[config.mk]
export PLATFORM = sky130hd
export DESIGN_NAME = updown_counter_n_flat
export DESIGN_NICKNAME = d
export VERILOG_FILES = /design/src/rtl/updown_counter_n_if.sv /design/src/rtl/updown_counter_n.sv /design/src/flat_wrapper.sv
export SDC_FILE = /design/constraint.sdc
export NUM_CORES = 1
export LEC_CHECK = 0
export ABC_AREA = 0
export CAP_MARGIN = 20
export CORE_MARGIN = 5
export CORE_UTILIZATION = 47
export DETAILED_ROUTE_END_ITERATION = 7
export GPL_TIMING_DRIVEN = 0
export HOLD_SLACK_MARGIN = 0.02
export PLACE_DENSITY = 0.76
export SLEW_MARGIN = 20
export SYNTH_ARGS = -nofsm -noshare
export SYNTH_HDL_FRONTEND = slang
export SYNTH_SLANG_ARGS = --single-unit
[constraint.sdc]
create_clock -name clk -period 2 [get_ports clk]
set_input_delay 0.6 -clock clk [delete_from_list [all_inputs] [get_ports clk]]
set_output_delay 0.6 -clock clk [all_outputs]
set_load 0.02 [all_outputs]
[src/rtl/updown_counter_n_if.sv]
// Control and status bundle for updown_counter_n.
// The bench or parent drives the master side; the counter sits on the slave side.
interface updown_counter_n_if #(
    parameter int unsigned WIDTH = 8
);
    logic             en;
    logic             up;
    logic             load;
    logic [WIDTH-1:0] load_val;
    logic             sclr;
    logic [WIDTH-1:0] out;
    logic             tc;
    logic             wrap;
    logic             ovf;

    modport master (
        output en, up, load, load_val, sclr,
        input  out, tc, wrap, ovf
    );

    modport slave (
        input  en, up, load, load_val, sclr,
        output out, tc, wrap, ovf
    );
endinterface

[src/rtl/updown_counter_n.sv]
// Parametrised up/down counter with load, synchronous clear, programmable terminal
// value, wrap or saturate at the ends, and terminal-count/wrap/overflow flags.
module updown_counter_n #(
    parameter int unsigned WIDTH     = 8,
    parameter int unsigned MAX_COUNT = (1 << WIDTH) - 1,
    parameter bit          SATURATE  = 1'b0
) (
    input  logic               clk,
    input  logic               clr,
    updown_counter_n_if.slave  bus
);
    localparam logic [WIDTH-1:0] MAX_V = WIDTH'(MAX_COUNT);

    logic [WIDTH-1:0] cnt_q, cnt_d;
    logic             wrap_q, wrap_d;
    logic             ovf_q, ovf_d;
    logic             at_max, at_zero;

    assign at_max  = (cnt_q == MAX_V);
    assign at_zero = (cnt_q == '0);

    // Next state, priority sclr > load > en; an end event raises wrap and ovf.
    always_comb begin
        cnt_d  = cnt_q;
        wrap_d = 1'b0;
        ovf_d  = ovf_q;
        if (bus.sclr) begin
            cnt_d = '0;
            ovf_d = 1'b0;
        end else if (bus.load) begin
            cnt_d = (bus.load_val > MAX_V) ? MAX_V : bus.load_val;
        end else if (bus.en) begin
            if (bus.up) begin
                if (at_max) begin
                    cnt_d  = SATURATE ? cnt_q : '0;
                    wrap_d = 1'b1;
                    ovf_d  = 1'b1;
                end else begin
                    cnt_d = cnt_q + WIDTH'(1);
                end
            end else begin
                if (at_zero) begin
                    cnt_d  = SATURATE ? cnt_q : MAX_V;
                    wrap_d = 1'b1;
                    ovf_d  = 1'b1;
                end else begin
                    cnt_d = cnt_q - WIDTH'(1);
                end
            end
        end
    end

    always_ff @(posedge clk or negedge clr) begin
        if (!clr) begin
            cnt_q  <= '0;
            wrap_q <= 1'b0;
            ovf_q  <= 1'b0;
        end else begin
            cnt_q  <= cnt_d;
            wrap_q <= wrap_d;
            ovf_q  <= ovf_d;
        end
    end

    // tc looks ahead: it flags that the coming edge is an end event.
    assign bus.tc   = bus.en & ((bus.up & at_max) | (~bus.up & at_zero));
    assign bus.out  = cnt_q;
    assign bus.wrap = wrap_q;
    assign bus.ovf  = ovf_q;
endmodule

[src/flat_wrapper.sv]
// flat-port wrapper written by rule: the top's interface ports become plain ports
module updown_counter_n_flat 
#(
    parameter int unsigned WIDTH     = 8,
    parameter int unsigned MAX_COUNT = (1 << WIDTH) - 1,
    parameter bit          SATURATE  = 1'b0
)
  (clk, clr, bus_en, bus_up, bus_load, bus_load_val, bus_sclr, bus_out, bus_tc, bus_wrap, bus_ovf);
  updown_counter_n_if #(.WIDTH(WIDTH)) bus_i ();
  input  logic clk;
  input  logic clr;
  input wire logic [$bits(bus_i.en)-1:0] bus_en;
  input wire logic [$bits(bus_i.up)-1:0] bus_up;
  input wire logic [$bits(bus_i.load)-1:0] bus_load;
  input wire logic [$bits(bus_i.load_val)-1:0] bus_load_val;
  input wire logic [$bits(bus_i.sclr)-1:0] bus_sclr;
  output wire logic [$bits(bus_i.out)-1:0] bus_out;
  output wire logic [$bits(bus_i.tc)-1:0] bus_tc;
  output wire logic [$bits(bus_i.wrap)-1:0] bus_wrap;
  output wire logic [$bits(bus_i.ovf)-1:0] bus_ovf;
  assign bus_i.en = bus_en;
  assign bus_i.up = bus_up;
  assign bus_i.load = bus_load;
  assign bus_i.load_val = bus_load_val;
  assign bus_i.sclr = bus_sclr;
  assign bus_out = bus_i.out;
  assign bus_tc = bus_i.tc;
  assign bus_wrap = bus_i.wrap;
  assign bus_ovf = bus_i.ovf;
  updown_counter_n #(.WIDTH(WIDTH), .MAX_COUNT(MAX_COUNT), .SATURATE(SATURATE)) u_core (.clk(clk), .clr(clr), .bus(bus_i));
endmodule
Word level (Yosys, flattened, before mapping)
Index checks and enable logic that the tools add are counted.
- add/subtract/negate cells: 2
- $lt $le $gt $ge: 1
- equal/unequal tests: 3
- muxes and demuxes: 19
- bitwise gates (word level): 5
- reduce and logical (&&, ||, !) cells: 5
- operators by type and width (kind ; count):
    $mux W8 ; 7
    $mux W1 ; 12
    $add A8 B1 Y8 const B ; 1
    $eq A8 B8 Y1 const B ; 1
    $gt A8 B8 Y1 const B ; 1
    $logic_not A8 Y1 ; 1
    $sub A8 B1 Y8 const B ; 1
    $reduce_bool A3 Y1 ; 2
    $reduce_and A4 Y1 ; 1
    $and A1 B1 Y1 ; 3
    $ne A3 B1 Y1 const B ; 1
    $ne A2 B1 Y1 const B ; 1
    $reduce_bool A2 Y1 ; 1
    $not A1 Y1 ; 1
    $or A1 B1 Y1 ; 1
- register bits after elaboration: 10
- input port bits: 14
- output and inout bits: 11

Logic depth before layout (Yosys ltp)
Gate-level depths: netlist of run 1.
- depth in word-level cells: 6
- gate-level depth with buffers: 7
- gate-level depth less buffers: 6

Least setup slack after synthesis of run 1
Ideal clock, no wire load.
- path type: reg2out
- start point: reg u_core.cnt_q[0] (netlist: u_core.bus.out[0])
- end point: out bus_tc
- data arrival time: 1.641 ns
- slack: -0.241 ns
- cell stages (with the launch flop): 7
- cell sequence: dfrtp_1 -> buf_2 -> inv_1 -> ha_1 -> nor2b_1 -> a31oi_1 -> nor2b_1
- longest elaborated chain between the ends: 4
- ends and longest elaborated chain (item ; line ; RTL):
    start: declaration ; updown_counter_n.sv:14 ; logic [WIDTH-1:0] cnt_q, cnt_d;
    start signal: assignment ; updown_counter_n.sv:59 ; cnt_q <= cnt_d;
    $eq A8 B8 Y1 / $logic_not A8 Y1 (equally long branches) ; updown_counter_n.sv:19, updown_counter_n.sv:20 ;
    $and A1 B1 Y1 ; updown_counter_n.sv:66 ; assign bus.tc = bus.en & ((bus.up & at_max) | (~bus.up & at_zero));
    $or A1 B1 Y1 (*) ; updown_counter_n.sv:66 ;
    $and A1 B1 Y1 (*) ; updown_counter_n.sv:66 ;
    end: declaration ; flat_wrapper.sv:18 ; output wire logic [$bits(bus_i.tc)-1:0] bus_tc;
Every way passes the cells marked *; elsewhere a longest branch is shown, timed or not.

Worst setup path in the final report of run 1
- start point: in bus_up
- end point: out bus_tc
- longest elaborated chain between the ends: 4
- ends and longest elaborated chain (item ; line ; RTL):
    start: declaration ; flat_wrapper.sv:13 ; input wire logic [$bits(bus_i.up)-1:0] bus_up;
    $not A1 Y1 ; updown_counter_n.sv:66 ;
    $and A1 B1 Y1 ; updown_counter_n.sv:66 ;
    $or A1 B1 Y1 (*) ; updown_counter_n.sv:66 ;
    $and A1 B1 Y1 (*) ; updown_counter_n.sv:66 ;
Marked as above.

==> impl_metrics.py, run 1 <==
metrics = {
    "outcome": {
        "status": "finished, violations left",
        "violations": "negative setup slack",
    },
    "yosys": {
        "synth_area_per_cell_um2": 8.573,
        "ys_ff_latch": 10,
        "synth_mux_area_frac": 0.01081,
        "async_flop_share": 1.000,
        "synth_adder_area_share": 0.04054,
        "synth-simple-area-share": 0.2541,
        "synth-compound-area-share": 0.3122,
        "synth_edf_count": 0,
        "synth_xor_area_frac": 0.03784,
        "synth.yosys.seq_area_share": 0.2703,
        "synth_nets": 125,
        "ys_warn_count": 0,
        "synth_flop_cell": "dfrtp_1",
        "netlist-cell-type-count": 53,
        "syn_area_um2": 925.9,
        "synthCells": 108,
        "synth_top_family_by_area": "compound AO/OA/AOI/OAI gates",
    },
    "placed_design": {
        "dp_cells": 157,
        "gp_congestion": 0.8601,
        "port_buffers": 22,
        "place_hpwl_um": 2045,
    },
    "timing": {
        "hold_violations": 0,
        "fin_worst_skew_ns": 0.01168,
        "rsz0062_at_grt": "true",
        "layout_setup_ws_ns": -0.2015,
        "min_period_over_period": 1.101,
        "fin_crit_ns": 2.201,
        "setup_violations": 4,
        "fmax_mhz": 454.2,
        "drv_slew": 0,
        "relSlewSlack": 0.3355,
        "whs_ns": 0.5376,
        "tightest_slew_ns": 0.9892,
    },
    "routing": {
        "wl_um": 3239,
        "viasPerCell": 6.370,
        "wl_per_cell_um": 18.72,
        "route.detailed.drc": 0,
        "first_pass_iters": 4,
        "vias": 1102,
        "drtIter0Drc": 49,
        "drtAntennaViolNets": 0,
    },
    "global_routing": {
        "met2_usage": 0.4024,
        "grt_max_degree": 11,
        "antenna_found_initial": 0,
        "grt_pass1_vias": 1053,
        "grt_use_total": 0.2364,
        "use_met1": 0.2690,
        "grt_pass1_wl_um": 4947,
        "grt_overflow": 0,
        "met3_usage": 0.05722,
        "busiest_layer": "met2",
    },
    "power": {
        "intPower_mw": 0.5106,
        "p_sw_frac": 0.3641,
        "p_comb_frac": 0.453,
        "irDropWorstVdd_uv": 416.5,
        "p_leak_nw": 0.5926,
        "pwr-share-clk": 0.233,
        "switchingPower_mw": 0.2923,
        "powerDensity_nw_per_um2": 556.5,
        "p_seq_frac": 0.313,
    },
    "final_layout": {
        "nNetsFinal": 164,
        "diodes": 0,
        "drive_above_1_share": 0.3493,
        "finalNonFillerCells": 173,
        "nFillCells": 151,
        "syn_to_final_growth_pct": 55.81,
    },
    "floorplan": {
        "die_h_um": 54.39,
        "num_io_pins": 25,
        "die_area_um2": 2958,
        "core_area_um2": 1922,
        "fp-row-count": 16,
        "initial_utilization": 0.4818,
        "die_x_um": 54.39,
    },
    "worst_setup_path": {
        "rrSetupSlack_ns": 0,
        "cp-start-kind": "input pin",
        "arrival_ns": 1.60,
        "critPathKind": "input pin to output port",
        "timing.rr.start": "u_core.bus.out[0]$_DFFE_PN0P_",
        "reg2reg_to": "u_core.bus.out[4]$_DFFE_PN0P_",
        "worstPathRequired_ns": 1.40,
        "reg2regPathDepth": 8,
        "path_max_fanout": 6,
        "worstSetupEndpointType": "output port",
    },
    "hold_path": {
        "worstHoldStart": "u_core.bus.ovf$_DFFE_PN0P_",
        "min_path_type": "flip-flop to flip-flop",
        "whs_endpoint": "u_core.bus.ovf$_DFFE_PN0P_",
        "hold_depth": 2,
    },
    "clock_tree": {
        "cts_buffers": 3,
        "ctsHoldBuffers": 0,
        "cts_buffer_depth": 2,
        "clk_pin_slew_ns": 0.06,
        "cts_tree": "built",
        "worst_skew_pair.late_latency_ns": 0.28,
        "cts_sinks": 10,
        "cts_root_buffer": "clkbuf_4",
        "h-tree-depth": 1,
    },
    "job": {
        "cap_violations": 0,
    },
}
## registers in the layout (all words and copies together) (netlist names)
signal	cells
u_core.bus.wrap	1
u_core.bus.ovf	1
u_core.bus.out	8
## layout make-up
class | instances | area [µm²] | share of cell area
inverters | 6 | 30.03 | 0.02082
flip-flops and latches | 10 | 256.5 | 0.1778
repair buffers | 34 | 315.3 | 0.2186
clock buffers | 4 | 36.28 | 0.02515
well taps | 27 | 33.78 | 0.02342
plain buffers | 8 | 67.56 | 0.04683
multi-input cells | 84 | 703.2 | 0.4874
## worst max-delay path, cell delays in order
cell and delay [ns]:
clkdlybuf4s15_2 0.25, nand3_2 0.13, nor3_4 0.28, a31oi_4 0.07
nor2b_2 0.15, buf_6 0.12
## power groups by stage
stage,Sequential [mW],Combinational (mW),Clock (mW)
2_1_floorplan,0.264,0.173,0
3_3_place_gp,0.246,0.287,0
3_5_place_dp,0.247,0.293,0
4_1_cts,0.250,0.344,0.190
5_1_grt,0.253,0.388,0.204
6_report,0.252,0.364,0.187
## routing by layer
| metal | routed length (µm) | vias to the layer above |
|---|---|---|
| met5 | 0 | - |
| met4 | 103 | 0 |
| met3 | 334 | 12 |
| met2 | 1640 | 74 |
| met1 | 1161 | 525 |
| li1 | - | 491 |
## cell families after synthesis
family / after synthesis
AO/OA/AOI/OAI: 37
XOR/XNOR: 4
adder cells (fa/ha/maj): 3
buffers and inverters: 14
flip-flops: 10
multiplexers: 1
AND/OR/NAND/NOR: 39
## through the flow
step / setup TNS (ns) / util / cell area (µm²) / total power, mW / setup WS (ns)
final: -0.2833 / 0.7507 / 1443 / 0.8029 / -0.2015
after global routing: -0.9335 / 0.7507 / 1443 / 0.8446 / -0.2434
after floorplan: 0 / - / 953.4 / 0.4369 / 0.003591
after CTS: -0.1768 / 0.7311 / 1405 / 0.7831 / -0.1768
after detailed placement: -2.961 / 0.6283 / 1207 / 0.5406 / -1.066
after global placement: -2.891 / 0.6283 / 1207 / 0.5334 / -1.045
## placed cells by master (no fill, tap or decap), drive strengths merged, types with 2 or more instances in the layout
| cell type | n |
|---|---|
| o31ai | 2 |
| nor2b | 6 |
| a31oi | 4 |
| dlymetal6s2s | 2 |
| clkbuf | 6 |
| ha | 3 |
| xnor2 | 3 |
| dfrtp | 10 |
| inv | 6 |
| and3 | 2 |
| o21ai | 2 |
| a221o | 2 |
| a21oi | 4 |
| nor3 | 6 |
| nor3b | 2 |
| o21a | 2 |
| buf | 19 |
| clkdlybuf4s50 | 16 |
| dlygate4sd2 | 2 |
| nand2b | 3 |
| nand2 | 4 |
| a22oi | 3 |
| nor2 | 6 |
| nand3 | 3 |
## Yosys cell counts (2+ instances only)
| library cell | number | share of area |
|---|---|---|
| dfrtp_1 | 10 | 0.27 |
| inv_1 | 6 | 0.024 |
| nor2_1 | 6 | 0.024 |
| nor2b_1 | 6 | 0.041 |
| nor3_1 | 6 | 0.032 |
| a21oi_1 | 4 | 0.022 |
| a31oi_1 | 4 | 0.027 |
| buf_2 | 4 | 0.022 |
| nand2_1 | 4 | 0.016 |
| a22oi_1 | 3 | 0.024 |
| ha_1 | 3 | 0.041 |
| nand2b_1 | 3 | 0.020 |
| nand3_1 | 3 | 0.016 |
| xnor2_1 | 3 | 0.028 |
| clkbuf_1 | 2 | 0.0081 |
| nor3b_1 | 2 | 0.016 |
| o21a_1 | 2 | 0.016 |
| o31ai_1 | 2 | 0.016 |
## what timing repair did
action,in CTS,in global routing
setup endpoints to repair,6,10
setup buffers,9,3
gates cloned,0,0
pin swaps,4,3
gates resized for setup,34,5
## worst max-delay path by stage
stage	cells past startpoint	from	to
CTS	5	u_core.bus.out[4]$_DFFE_PN0P_	bus_tc
detailed placement	6	bus_up	bus_tc
global route	6	bus_up	bus_tc
global placement	6	bus_up	bus_tc
floorplan	5	u_core.bus.out[3]$_DFFE_PN0P_	bus_tc
finish	6	bus_up	bus_tc
No activity file was read; power rests on OpenSTA's default activity.
==> inputs of run 2 (changes only) <==
- PLACE_DENSITY: 0.76 -> 0.78
==> impl_metrics.py, run 2 (synthesis results as in run 1) <==
metrics = {
    "clock_tree": {
        "cts_buffer_depth": 2,
        "cts_root_buffer": "clkbuf_4",
        "clk_pin_slew_ns": 0.08,
        "cts_buffers": 3,
        "worst_skew_pair.late_latency_ns": 0.28,
        "ctsHoldBuffers": 0,
        "h-tree-depth": 1,
        "cts_sinks": 10,
        "cts_tree": "built",
    },
    "timing": {
        "min_period_over_period": 1.097,
        "hold_violations": 0,
        "drv_slew": 0,
        "fin_crit_ns": 2.194,
        "setup_violations": 7,
        "rsz0062_at_grt": "true",
        "tightest_slew_ns": 1.093,
        "layout_setup_ws_ns": -0.1943,
        "fin_worst_skew_ns": 0.004357,
        "whs_ns": 0.5375,
        "relSlewSlack": 0.2654,
        "fmax_mhz": 455.7,
    },
    "worst_setup_path": {
        "critPathKind": "input pin to output port",
        "worstSetupEndpointType": "output port",
        "path_max_fanout": 10,
        "cp-start-kind": "input pin",
        "arrival_ns": 1.59,
        "worstPathRequired_ns": 1.40,
    },
    "placed_design": {
        "port_buffers": 22,
        "place_hpwl_um": 2039,
        "gp_congestion": 0.8553,
        "placed_area_um2": 1207,
    },
    "power": {
        "pwr-share-clk": 0.246,
        "switchingPower_mw": 0.2920,
        "p_comb_frac": 0.440,
        "p_seq_frac": 0.314,
        "powerDensity_nw_per_um2": 570.4,
        "intPower_mw": 0.5074,
        "p_leak_nw": 0.5627,
        "irDropWorstVdd_uv": 333.5,
        "p_sw_frac": 0.3653,
    },
    "global_routing": {
        "antenna_found_initial": 0,
        "grt_pass1_vias": 1014,
        "grt_max_degree": 11,
        "grt_pass1_wl_um": 4864,
        "grt_overflow": 0,
        "grt_use_total": 0.2263,
    },
    "routing": {
        "wl_per_cell_um": 17.81,
        "route.detailed.drc": 0,
        "viasPerCell": 6.194,
        "wl_um": 3027,
        "drtIter0Drc": 53,
        "first_pass_iters": 4,
        "vias": 1053,
        "drtAntennaViolNets": 0,
    },
    "floorplan": {
        "initial_utilization": 0.4818,
        "num_io_pins": 25,
        "die_h_um": 54.39,
        "core_area_um2": 1922,
        "fp-row-count": 16,
        "die_area_um2": 2958,
        "die_x_um": 54.39,
    },
    "hold_path": {
        "min_path_type": "flip-flop to flip-flop",
    },
    "outcome": {
        "violations": "negative setup slack",
        "status": "finished, violations left",
    },
    "final_layout": {
        "syn_to_final_growth_pct": 51.35,
        "largest_register_ffs": 8,
        "fin_area_um2": 1401,
        "diodes": 0,
        "nFillCells": 155,
        "mostFrequentLayoutCells": "17 x clkdlybuf4s50_1, 10 x buf_4, 6 x buf_6",
        "final_common_cell": "clkdlybuf4s50_1",
        "drive_above_1_share": 0.3077,
        "nNetsFinal": 161,
    },
    "job": {
        "cap_violations": 0,
    },
}
-- run 2: changes by cell type in the layout (fill, tap and decap cells not counted), sizes merged --
cell           before  now
buf                19   16
clkdlybuf4s50      16   17
dlymetal6s2s        2    1
-- run 2: worst paths after layout --
check | from | to | slack, ns | depth (start not counted)
max reg2reg | u_core.bus.out[0]$_DFFE_PN0P_ | u_core.bus.out[4]$_DFFE_PN0P_ | -0.06 | 8
max in group asynchronous | clr | u_core.bus.out[1]$_DFFE_PN0P_ | 0.98 | 1
max | bus_up | bus_tc | -0.19 | 6
min in group asynchronous | clr | u_core.bus.out[6]$_DFFE_PN0P_ | 0.65 | 1
min | u_core.bus.ovf$_DFFE_PN0P_ | u_core.bus.ovf$_DFFE_PN0P_ | 0.54 | 2
min reg2reg | u_core.bus.ovf$_DFFE_PN0P_ | u_core.bus.ovf$_DFFE_PN0P_ | 0.54 | 2
-- run 2: stage by stage --
stage | TNS, ns | worst slack [ns] | power (mW) | std cells | utilization
6_report | -0.8155 | -0.1943 | 0.7994 | 170 | 0.7292
5_1_grt | -1.024 | -0.2497 | 0.8344 | 170 | 0.7292
4_1_cts | -0.2173 | -0.1803 | 0.7815 | 169 | 0.7142
3_5_place_dp | -3.038 | -1.058 | 0.5406 | 157 | 0.6283
3_3_place_gp | -2.815 | -1.046 | 0.5330 | 157 | 0.6283
2_1_floorplan | 0 | 0.003591 | 0.4369 | 108 | -
-- run 2: layout make-up --
cell class	count	area [µm²]	share of cell area
tap	27	33.78	0.02411
multi-input combinational	84	683.2	0.4875
timing repair buffer	31	290.3	0.2071
buffer	8	71.32	0.05089
sequential	10	256.5	0.1830
clock buffer	4	36.28	0.02589
inverter	6	30.03	0.02143
-- run 2: timing repair --
action	4_1_cts	5_1_grt
buffers inserted	8	1
setup endpoints to repair	6	9
resized for setup	29	5
pin swaps	4	4
-- run 2: critical path, cell delays in order --
cell	delay (ns)
clkdlybuf4s15_2	0.24
buf_6	0.17
nor2_2	0.19
a31oi_4	0.12
nor2b_2	0.14
buf_6	0.12
-- run 2: per-layer routing --
layer  vias to the layer above  GRT usage  share of wire  routed length, µm
li1                        486          -              -                  -
met1                       512     0.2795           0.44               1317
met2                        48     0.4024           0.48               1459
met3                         7    0.04087          0.065                197
met4                         0    0.05394          0.017                 52
met5                         -          0              0                  0
-- run 2: power groups by stage --
stage	combinational, mW	sequential (mW)	clock [mW]
CTS	0.336	0.248	0.197
global route	0.373	0.253	0.207
detailed placement	0.292	0.249	0
global placement	0.286	0.247	0
floorplan	0.173	0.264	0
finish	0.352	0.251	0.197
